### config.mk
export PLATFORM = sky130hd
export DESIGN_NAME = pdu_gen_mc
export DESIGN_NICKNAME = d
export VERILOG_FILES = /design/src/rtl/pdu_pkg.sv /design/src/rtl/shared_struct_pkg.sv /design/src/rtl/pdu_byte_swap.sv /design/src/rtl/pdu_gen_mc.sv
export SDC_FILE = /design/constraint.sdc
export NUM_CORES = 2
export LEC_CHECK = 0
export CAP_MARGIN = 10
export CORE_AREA = 5 5 484 486
export DETAILED_ROUTE_END_ITERATION = 10
export DIE_AREA = 0 0 489 491
export PLACE_DENSITY = 0.5
export SETUP_SLACK_MARGIN = 0.2
export SLEW_MARGIN = 5
export SYNTH_ARGS = -nofsm -noshare
export SYNTH_HDL_FRONTEND = slang
export SYNTH_HIERARCHICAL = 1
export SYNTH_SLANG_ARGS = --single-unit
### constraint.sdc
create_clock -name clk -period 155.3 [get_ports clk]
set_input_delay 23.295 -clock clk [delete_from_list [all_inputs] [get_ports clk]]
set_output_delay 23.295 -clock clk [all_outputs]
set_load 0.05 [all_outputs]
### src/rtl/pdu_pkg.sv
// ============================================================================
// Module      : pdu_pkg
// Description : Types and widths for the PDU generator: descriptor layout,
//               queue index widths and the framing state machine encoding.
// Revision    : 1.0 - initial release
// ============================================================================
`default_nettype none

package pdu_pkg;

  localparam int APP_IDX_WIDTH    = 8;
  localparam int FLOW_IDX_WIDTH   = 12;
  localparam int SIZE_FLITS_WIDTH = 8;
  localparam int SIZE_BYTES_WIDTH = 16;

  typedef struct packed {
    logic [APP_IDX_WIDTH-1:0]    dsc_queue_id;
    logic [FLOW_IDX_WIDTH-1:0]   pkt_queue_id;
    logic [SIZE_FLITS_WIDTH-1:0] size_flits;
    logic [SIZE_BYTES_WIDTH-1:0] size_bytes;
    logic                        trunc;
  } pdu_desc_t;

  typedef enum logic [1:0] {
    ST_IDLE    = 2'd0,
    ST_IN_PKT  = 2'd1,
    ST_DISCARD = 2'd2
  } pdu_state_e;

endpackage

`default_nettype wire

### src/rtl/shared_struct_pkg.sv
// ============================================================================
// Module      : shared_struct_pkg
// Description : Structures shared across the host RX path. metadata_t is the
//               per-packet record produced by the flow-director stage.
// Revision    : 1.0 - initial release
// ============================================================================
`default_nettype none

package shared_struct_pkg;

  typedef struct packed {
    logic [15:0] dsc_queue_id;  // descriptor (application) queue index
    logic [15:0] pkt_queue_id;  // packet (flow) queue index
  } metadata_t;

endpackage

`default_nettype wire

### src/rtl/pdu_byte_swap.sv
// ============================================================================
// Module      : pdu_byte_swap
// Description : Combinational flit byte-order reversal. With SWAP_BYTES=1,
//               output byte i is input byte (DATA_WIDTH/8-1-i); with
//               SWAP_BYTES=0 the flit passes straight through.
// Ports       : flit         - input flit
//               flit_swapped - (possibly) byte-reversed flit
// Revision    : 1.0 - initial release
// ============================================================================
`default_nettype none

module pdu_byte_swap #(
  parameter int DATA_WIDTH = 512,
  parameter int SWAP_BYTES = 1
) (
  input  logic [DATA_WIDTH-1:0] flit,
  output logic [DATA_WIDTH-1:0] flit_swapped
);

  localparam int c_NBYTES = DATA_WIDTH / 8;

  generate
    if (SWAP_BYTES != 0) begin : g_swap
      for (genvar i = 0; i < c_NBYTES; i++) begin : g_byte
        assign flit_swapped[i*8 +: 8] = flit[(c_NBYTES-1-i)*8 +: 8];
      end
    end else begin : g_pass
      assign flit_swapped = flit;
    end
  endgenerate

endmodule

`default_nettype wire

### src/rtl/pdu_gen_mc.sv
// ============================================================================
// Module      : pdu_gen_mc
// Description : Packet-to-PDU writer. Accepts a framed flit stream plus
//               per-packet metadata, writes flits to the packet buffer through
//               a 3-stage pipeline and emits one descriptor per packet
//               (flit/byte size, truncation flag). Truncates oversize packets,
//               recovers from framing errors and keeps statistics.
// Ports       : in_*            - flit stream and metadata (valid/ready)
//               pkt_buf_*       - packet-buffer write port and occupancy
//               desc_buf_*      - descriptor-buffer write port and occupancy
//               stat_*          - packet / truncation / framing-error counters
// Revision    : 1.0 - initial release
// ============================================================================
`default_nettype none

module pdu_gen_mc
  import shared_struct_pkg::*;
  import pdu_pkg::*;
#(
  parameter int DATA_WIDTH    = 512,
  parameter int EMPTY_WIDTH   = $clog2(DATA_WIDTH/8),
  parameter int PDU_AWIDTH    = 10,
  parameter int PDU_DEPTH     = 1024,
  parameter int MAX_PKT_FLITS = 24,
  parameter int SWAP_BYTES    = 1,
  parameter int PIPE_SLACK    = 4
) (
  input  logic                   clk,
  input  logic                   rst,
  input  logic                   in_sop,
  input  logic                   in_eop,
  input  logic                   in_valid,
  input  logic [DATA_WIDTH-1:0]  in_data,
  input  logic [EMPTY_WIDTH-1:0] in_empty,
  output logic                   in_ready,
  input  logic                   in_meta_valid,
  input  metadata_t              in_meta_data,
  output logic                   in_meta_ready,
  output logic                   pkt_buf_wr_en,
  output logic [DATA_WIDTH-1:0]  pkt_buf_wr_data,
  output logic                   pkt_buf_wr_sop,
  output logic                   pkt_buf_wr_eop,
  input  logic [PDU_AWIDTH-1:0]  pkt_buf_occup,
  output logic                   desc_buf_wr_en,
  output pdu_desc_t              desc_buf_wr_data,
  input  logic [PDU_AWIDTH-1:0]  desc_buf_occup,
  output logic [31:0]            stat_pkt_cnt,
  output logic [31:0]            stat_trunc_cnt,
  output logic [31:0]            stat_err_cnt
);

  localparam int c_CNT_W          = $clog2(MAX_PKT_FLITS + 1);
  localparam int c_BYTES_PER_FLIT = DATA_WIDTH / 8;
  localparam int c_PKT_AF_LVL     = PDU_DEPTH - PIPE_SLACK - MAX_PKT_FLITS;
  localparam int c_DSC_AF_LVL     = PDU_DEPTH - PIPE_SLACK - 1;

  pdu_state_e              r_state;
  logic [c_CNT_W-1:0]      r_flit_cnt;
  logic [31:0]             r_stat_pkt, r_stat_trunc, r_stat_err;

  // Stage 1: accepted flit + descriptor built at the closing transfer.
  logic                    r_s1_valid, r_s1_sop, r_s1_eop, r_s1_dvalid;
  logic [DATA_WIDTH-1:0]   r_s1_data;
  pdu_desc_t               r_s1_desc;
  // Stage 2: byte-swapped flit.
  logic                    r_s2_valid, r_s2_sop, r_s2_eop, r_s2_dvalid;
  logic [DATA_WIDTH-1:0]   r_s2_data;
  pdu_desc_t               r_s2_desc;
  // Stage 3: output registers.
  logic                    r_s3_valid, r_s3_sop, r_s3_eop, r_s3_dvalid;
  logic [DATA_WIDTH-1:0]   r_s3_data;
  pdu_desc_t               r_s3_desc;

  logic                    w_almost_full, w_transfer, w_write, w_at_max;
  logic                    w_close, w_trunc, w_err;
  logic [c_CNT_W-1:0]      w_cnt_next;
  logic [DATA_WIDTH-1:0]   w_swapped;
  pdu_desc_t               w_desc;
  logic                    w_meta_unused;

  assign w_almost_full = (32'(pkt_buf_occup)  >= 32'(c_PKT_AF_LVL)) ||
                         (32'(desc_buf_occup) >= 32'(c_DSC_AF_LVL));

  // Discarded flits need no metadata, so only ST_DISCARD bypasses in_meta_valid.
  assign in_ready   = !rst && !w_almost_full &&
                      ((r_state == ST_DISCARD) || in_meta_valid);
  assign w_transfer = in_valid && in_ready;

  // A flit is written when it starts a packet from IDLE or continues one;
  // a mid-packet sop is treated as a continuation.
  assign w_write    = w_transfer &&
                      (((r_state == ST_IDLE) && in_sop) || (r_state == ST_IN_PKT));
  assign w_cnt_next = (r_state == ST_IDLE) ? c_CNT_W'(1) : r_flit_cnt + c_CNT_W'(1);
  assign w_at_max   = (w_cnt_next == c_CNT_W'(MAX_PKT_FLITS));
  assign w_close    = w_write && (in_eop || w_at_max);
  assign w_trunc    = w_write && !in_eop && w_at_max;
  assign w_err      = w_transfer &&
                      (((r_state == ST_IDLE) && !in_sop) ||
                       ((r_state == ST_IN_PKT) && in_sop));

  // One metadata pop per packet, tied to the closing transfer.
  assign in_meta_ready = w_close;

  always_comb begin
    w_desc              = '0;
    w_desc.dsc_queue_id = in_meta_data.dsc_queue_id[APP_IDX_WIDTH-1:0];
    w_desc.pkt_queue_id = in_meta_data.pkt_queue_id[FLOW_IDX_WIDTH-1:0];
    w_desc.size_flits   = SIZE_FLITS_WIDTH'(w_cnt_next);
    // Byte count formed at 32 bits, then reduced to the descriptor field.
    w_desc.size_bytes   = SIZE_BYTES_WIDTH'(32'(w_cnt_next) * 32'(c_BYTES_PER_FLIT)
                          - (w_trunc ? 32'd0 : 32'(in_empty)));
    w_desc.trunc        = w_trunc;
  end

  // Queue index bits above the descriptor field widths are intentionally dropped.
  assign w_meta_unused = ^{in_meta_data.dsc_queue_id[15:APP_IDX_WIDTH],
                           in_meta_data.pkt_queue_id[15:FLOW_IDX_WIDTH]};

  // Framing FSM, counters and stage 1.
  always_ff @(posedge clk or posedge rst) begin
    if (rst) begin
      r_state      <= ST_IDLE;
      r_flit_cnt   <= '0;
      r_stat_pkt   <= '0;
      r_stat_trunc <= '0;
      r_stat_err   <= '0;
      r_s1_valid   <= 1'b0;
      r_s1_sop     <= 1'b0;
      r_s1_eop     <= 1'b0;
      r_s1_data    <= '0;
      r_s1_dvalid  <= 1'b0;
      r_s1_desc    <= '0;
    end else begin
      r_s1_valid  <= w_write;
      r_s1_dvalid <= w_close;
      if (w_write) begin
        r_s1_data  <= in_data;
        r_s1_sop   <= (r_state == ST_IDLE);
        r_s1_eop   <= in_eop || w_at_max;
        r_flit_cnt <= w_cnt_next;
        if (w_trunc)      r_state <= ST_DISCARD;
        else if (w_close) r_state <= ST_IDLE;
        else              r_state <= ST_IN_PKT;
      end else if (w_transfer && (r_state == ST_DISCARD) && in_eop) begin
        r_state <= ST_IDLE;
      end
      if (w_close) begin
        r_s1_desc  <= w_desc;
        r_stat_pkt <= r_stat_pkt + 32'd1;
      end
      if (w_trunc) r_stat_trunc <= r_stat_trunc + 32'd1;
      if (w_err)   r_stat_err   <= r_stat_err + 32'd1;
    end
  end

  pdu_byte_swap #(
    .DATA_WIDTH (DATA_WIDTH),
    .SWAP_BYTES (SWAP_BYTES)
  ) u_byte_swap (
    .flit         (r_s1_data),
    .flit_swapped (w_swapped)
  );

  // Stages 2 and 3.
  always_ff @(posedge clk or posedge rst) begin
    if (rst) begin
      r_s2_valid  <= 1'b0;
      r_s2_sop    <= 1'b0;
      r_s2_eop    <= 1'b0;
      r_s2_data   <= '0;
      r_s2_dvalid <= 1'b0;
      r_s2_desc   <= '0;
      r_s3_valid  <= 1'b0;
      r_s3_sop    <= 1'b0;
      r_s3_eop    <= 1'b0;
      r_s3_data   <= '0;
      r_s3_dvalid <= 1'b0;
      r_s3_desc   <= '0;
    end else begin
      r_s2_valid  <= r_s1_valid;
      r_s2_dvalid <= r_s1_dvalid;
      r_s3_valid  <= r_s2_valid;
      r_s3_dvalid <= r_s2_dvalid;
      if (r_s1_valid) begin
        r_s2_data <= w_swapped;
        r_s2_sop  <= r_s1_sop;
        r_s2_eop  <= r_s1_eop;
      end
      if (r_s1_dvalid) r_s2_desc <= r_s1_desc;
      if (r_s2_valid) begin
        r_s3_data <= r_s2_data;
        r_s3_sop  <= r_s2_sop;
        r_s3_eop  <= r_s2_eop;
      end
      if (r_s2_dvalid) r_s3_desc <= r_s2_desc;
    end
  end

  assign pkt_buf_wr_en    = r_s3_valid;
  assign pkt_buf_wr_data  = r_s3_data;
  assign pkt_buf_wr_sop   = r_s3_sop;
  assign pkt_buf_wr_eop   = r_s3_eop;
  assign desc_buf_wr_en   = r_s3_dvalid;
  assign desc_buf_wr_data = r_s3_desc;
  assign stat_pkt_cnt     = r_stat_pkt;
  assign stat_trunc_cnt   = r_stat_trunc;
  assign stat_err_cnt     = r_stat_err;

endmodule

`default_nettype wire

After elaboration in Yosys (flattened, before gate mapping)

Cells that the tools add are included.
Widths: inputs -> output; s select.

Add/subtract/negate cells: 5
Order comparisons: 2
Eq/ne operators: 3
Mux-type cells: 6
Reduce and logical (&&, ||, !) cells: 24

Operators by type and width:

| cell                  | number |
|---|---|
| $add 32x1->32 const B | 3 |
| $ge 10x10->1 const B  | 2 |
| $logic_and 1x1->1     | 13 |
| $sub 11x6->12         | 1 |
| $mux 2                | 3 |
| $mux 6                | 1 |
| $add 5x1->5 const B   | 1 |
| $eq 5x5->1 const B    | 1 |
| $logic_or 1x1->1      | 5 |
| $mux 5                | 1 |
| $logic_not 1->1       | 4 |
| $eq 2x1->1 const B    | 1 |
| $eq 2x2->1 const B    | 1 |
| $logic_not 2->1       | 1 |
| $reduce_bool 2->1     | 1 |
| $mux 1                | 1 |

Register bits after elaboration: 1777
Bits of input ports: 576
Output and inout bits: 659
Word-level logic and storage cells: 75

Depth between registers and ports, before layout

Depth in word-level cells: 11
Gate-level depth with buffers: 15
Gate-level depth less buffers: 11

Modules after synthesis

The synthesis kept the hierarchy.

Modules (own cells, without submodules):

| module        | times used | cells an instance | area each (um^2) | sequential area each (um^2) |
|---|---|---|---|---|
| pdu_gen_mc    | 1          | 5159              | 66492.5          | 44167.4 |
| pdu_byte_swap | 1          | 512               | 3843.7           | 0.0 |

Worst setup path after synthesis

Ideal clock, no wire load.

Kind: input -> output
Start point: input port pkt_buf_occup[3]
End point: output port in_ready
Arrival: 24645 ps
Required time: 132005 ps
Setup slack: 107360 ps
Cell stages on the path: 4
Path buffers: 1
Cell sequence: o311a_1 > or4_1 > inv_1 > buf_2

Longest elaborated chain between the ends: 5

RTL lines:

| what                            | line             | RTL |
|---|---|---|
| from (decl)                     | pdu_gen_mc.sv:43 | `input logic [PDU_AWIDTH-1:0] pkt_buf_occup,` |
| $ge 10x10->1                    | pdu_gen_mc.sv:81 | `assign w_almost_full = (32'(pkt_buf_occup) >= 32'(c_PKT_AF_LVL)) \|\|` |
| $logic_or 1x1->1                | pdu_gen_mc.sv:81 |  |
| $logic_not 1->1                 | pdu_gen_mc.sv:85 | `assign in_ready = !rst && !w_almost_full &&` |
| $logic_and 1x1->1 (2 in series) | pdu_gen_mc.sv:85 |  |
| to (decl)                       | pdu_gen_mc.sv:35 | `output logic in_ready,` |

Every way passes these cells.

Final worst setup path

Start point: input port in_valid
End point: output port in_meta_ready

Longest elaborated chain between the ends: 3

RTL lines:

| what              | line             | RTL |
|---|---|---|
| from (decl)       | pdu_gen_mc.sv:32 | `input logic in_valid,` |
| $logic_and 1x1->1 | pdu_gen_mc.sv:87 | `assign w_transfer = in_valid && in_ready;` |
| $logic_and 1x1->1 | pdu_gen_mc.sv:91 | `assign w_write = w_transfer &&` |
| $logic_and 1x1->1 | pdu_gen_mc.sv:95 | `assign w_close = w_write && (in_eop \|\| w_at_max);` |
| to (decl)         | pdu_gen_mc.sv:38 | `output logic in_meta_ready,` |

Every way passes these cells.

==> impl_metrics.xml <==
<?xml version="1.0" encoding="UTF-8"?>
<metrics>
  <group name="status">
    <metric name="status" unit="">finished clean</metric>
  </group>
  <group name="min_path">
    <metric name="hold_class" unit="">flip-flop to flip-flop</metric>
  </group>
  <group name="synth">
    <metric name="synth_common_cells" unit="">dfrtp_1 (1765), nand2_1 (1665), mux2_2 (1106), buf_4 (520), clkbuf_1 (186)</metric>
    <metric name="synth_most_common_cell" unit="">dfrtp_1</metric>
    <metric name="synth-seq-cells" unit="">1765</metric>
    <metric name="netlist.top_cell.by_area" unit="">dfrtp_1</metric>
    <metric name="ys_types" unit="">55</metric>
    <metric name="syn-mean-instance-area" unit="sq um">12.4</metric>
    <metric name="yosys_most_used_dff" unit="">dfrtp_1</metric>
    <metric name="synth_warnings" unit="">6</metric>
    <metric name="synth_edf_count" unit="">0</metric>
    <metric name="post_synth_main_area_contributors" unit="">dfrtp_1 (63%), mux2_2 (18%), nand2_1 (8.9%), buf_4 (5.6%), clkbuf_1 (0.99%)</metric>
    <metric name="async_reset_ff_frac" unit="">1.00</metric>
    <metric name="syn_area" unit="sq um">70300</metric>
    <metric name="synth-seq-area-share" unit="">0.628</metric>
    <metric name="synth_top_area_share" unit="">0.628</metric>
    <metric name="post_synth_inst_count" unit="">5671</metric>
  </group>
  <group name="global_routing">
    <metric name="grt_start_max_net_pins" unit="">160</metric>
    <metric name="grt_usage" unit="">0.168</metric>
    <metric name="antenna_found_initial" unit="">67</metric>
    <metric name="first_global_vias" unit="">45100</metric>
    <metric name="grt_pass1_wl" unit="mm">306</metric>
    <metric name="grt_overflow" unit="">0</metric>
  </group>
  <group name="final_layout">
    <metric name="drive_gt1_frac" unit="">0.228</metric>
    <metric name="flow.area_growth_from_synthesis" unit="%">25.6</metric>
    <metric name="final_net_count" unit="">6934</metric>
  </group>
  <group name="critical_path">
    <metric name="cp_cell_sequence" unit="">clkdlybuf4s50_1 &gt; nand2b_1 &gt; a2111oi_0 &gt; nand3_4 &gt; inv_8 &gt; nand2_2 &gt; inv_1 &gt; clkdlybuf4s50_1</metric>
    <metric name="timing.critical_path.arrival" unit="ps">26920</metric>
    <metric name="critPathTopFamily" unit="">buffers and inverters</metric>
    <metric name="critPathMostFrequentCell" unit="">clkdlybuf4s50_1</metric>
    <metric name="worst-path-max-fanout" unit="">92</metric>
    <metric name="worstSetupPathType" unit="">input port to output port</metric>
    <metric name="rrSetupSlack" unit="ps">149130</metric>
    <metric name="end_kind" unit="">output port</metric>
    <metric name="worstPathBufferInverterCount" unit="">4</metric>
    <metric name="cp_slowest_cell" unit="">clkdlybuf4s50_1</metric>
    <metric name="slowest_stage_delay_on_critical_path" unit="ps">860</metric>
    <metric name="startpoint_type" unit="">input port</metric>
    <metric name="critical_path_required" unit="ps">132010</metric>
  </group>
  <group name="sta">
    <metric name="slew-limit-headroom" unit="">0.216</metric>
    <metric name="report.final.slew_viol_count" unit="">0</metric>
    <metric name="max_frequency" unit="MHz">19.9</metric>
    <metric name="rsz0062_at_grt" unit="">false</metric>
    <metric name="fin_setup_tns" unit="ps">0</metric>
    <metric name="final.period_utilization" unit="">0.323</metric>
    <metric name="tightestPinTransition" unit="ps">1170</metric>
    <metric name="finalHoldViolCount" unit="">0</metric>
    <metric name="finalSetupViolCount" unit="">0</metric>
    <metric name="finalCriticalPeriod" unit="ps">50210</metric>
    <metric name="clock-skew-final" unit="ps">39.3</metric>
  </group>
  <group name="detailed_routing">
    <metric name="vias_per_cell" unit="">4.46</metric>
    <metric name="ant_nets" unit="">0</metric>
    <metric name="via_count" unit="">42600</metric>
    <metric name="drc" unit="">0</metric>
    <metric name="router_iterations_before_antenna_repair" unit="">5</metric>
    <metric name="avgRoutedWirePerCell" unit="microns">21.5</metric>
    <metric name="finalWirelength" unit="mm">205</metric>
    <metric name="detailedRoute.firstIterationViolations" unit="">1921</metric>
  </group>
  <group name="clocking">
    <metric name="source_to_sink_clock_delay_at_the_later_pin_of_the_worst_skew_pair" unit="ps">840</metric>
    <metric name="h-tree-depth" unit="">4</metric>
    <metric name="cts.reportedPaths.clkPinSlew" unit="ps">50</metric>
    <metric name="cts_setup_buffers" unit="">0</metric>
    <metric name="cts_root_buf" unit="">clkbuf_16</metric>
    <metric name="cts_num_sinks" unit="">1765</metric>
    <metric name="tritoncts" unit="">built</metric>
    <metric name="clock_path_buffers" unit="">3</metric>
    <metric name="holdBufCountCts" unit="">0</metric>
    <metric name="postCtsResizedCells" unit="">0</metric>
    <metric name="cts-buffers-inserted" unit="">195</metric>
  </group>
  <group name="pwr">
    <metric name="power_density" unit="nW/um^2">20.4</metric>
    <metric name="leakage_power_of_the_design" unit="nW">40.7</metric>
    <metric name="power" unit="W">0.00181</metric>
    <metric name="ir_drop" unit="mV">0.0108</metric>
  </group>
  <group name="floorplan">
    <metric name="fp-row-count" unit="">176</metric>
    <metric name="ioPinCount" unit="">1235</metric>
    <metric name="floorplan.core_area" unit="sq um">229000</metric>
    <metric name="dieWidth" unit="microns">489</metric>
    <metric name="floorplan.initialDensity" unit="">0.307</metric>
    <metric name="die_area" unit="sq um">240000</metric>
    <metric name="die_h" unit="microns">491</metric>
  </group>
  <group name="placed_design">
    <metric name="hpwlAfterDp" unit="mm">141</metric>
    <metric name="place.port_buffers" unit="">1217</metric>
    <metric name="gp_weighted_congestion" unit="">0.849</metric>
  </group>
  <group name="job">
    <metric name="drv_cap" unit="">0</metric>
  </group>
</metrics>
-- stage by stage --
stage	hold WS [ps]	util	cell area, sq um	instances	setup WS, ps
detailed placement	456	0.357	81900	9182	105070
global route	481	0.385	88300	9539	104900
global placement	452	0.357	81900	9182	105060
finish	467	0.385	88400	9548	105090
CTS	471	0.385	88300	9528	105050
floorplan	352	-	70300	5673	82180
-- tightest hold or removal path, stage by stage, from the launching register on --
cell     delay, ps
dfrtp_1        330
nand2_1         50
nand2_1         50
-- cells by family after synthesis --
kind of cell,after synthesis,synth area share
buffers and inverters,799,0.0717
multiplexers,1107,0.177
AND/OR/NAND/NOR,1847,0.105
flip-flops,1765,0.628
AO/OA/AOI/OAI,46,0.00452
other,1,0.0000533
adder cells (fa/ha/maj),5,0.000889
XOR/XNOR,101,0.0126
-- power by group --
part / switching, W / leakage, nW / internal, W
registers: 0.0000896 / 22.3 / 0.000627
clock network: 0.000192 / 3.18 / 0.000272
logic: 0.000388 / 15.2 / 0.000238
-- sequential cells by signal, summed over array words and instances, names as in the netlist, 2 cells and up --
register and cells:
desc_buf_wr_data 38, pkt_buf_wr_data 512, r_flit_cnt 5, r_s1_data 512
r_s1_desc 38, r_s2_data 512, r_s2_desc 38, r_state 2
stat_err_cnt 32, stat_pkt_cnt 32, stat_trunc_cnt 32
-- layer usage --
| layer | track usage | vias to the layer above | part of all wire |
|---|---|---|---|
| met3 | 0.0683 | 337 | 0.091 |
| met2 | 0.275 | 1076 | 0.48 |
| li1 | - | 19400 | - |
| met1 | 0.203 | 21700 | 0.41 |
| met4 | 0.0490 | 56 | 0.027 |
| met5 | 0 | - | 0.0018 |
-- worst paths after layout --
check | cells after the start | startpoint | endpoint
worst max-delay path | 8 | in_valid | in_meta_ready
worst min-delay path | 2 | r_s1_data[431]$_DFFE_PP0P_ | r_s1_data[431]$_DFFE_PP0P_
worst max register to register | 10 | r_state[1]$_DFFE_PP0P_ | r_s1_data[363]$_DFFE_PP0P_
worst min register to register | 2 | r_s1_data[431]$_DFFE_PP0P_ | r_s1_data[431]$_DFFE_PP0P_
max in group asynchronous | 7 | rst | r_s2_data[88]$_DFFE_PP0P_
min in group asynchronous | 2 | rst | stat_err_cnt[16]$_DFFE_PP0P_
-- layout make-up --
type | count | area (sq um)
antenna | 20 | 50.0
clock buffer | 290 | 5780
clock inverter | 56 | 677
fill | 22100 | 141000
inverter | 18 | 82.6
multi-input combinational | 3109 | 21100
sequential | 1765 | 44200
tap | 3026 | 3790
timing repair buffer | 1264 | 12700
-- cell usage in the layout, fill, tap and decap left out, drive strengths merged, types with 15 or more instances in the layout --
| cell type | instances |
|---|---|
| dfrtp | 1765 |
| nand2 | 1665 |
| clkdlybuf4s50 | 1217 |
| mux2 | 1106 |
| clkbuf | 290 |
| xnor2 | 58 |
| buf | 47 |
| nand3 | 44 |
| xor2 | 43 |
| clkinv | 35 |
| nor2 | 31 |
| inv | 27 |
| nor3 | 25 |
| nand4 | 24 |
| diode | 20 |
| o21ai | 17 |
| and3 | 15 |
Note: power is estimated with default switching activity, not from simulation.
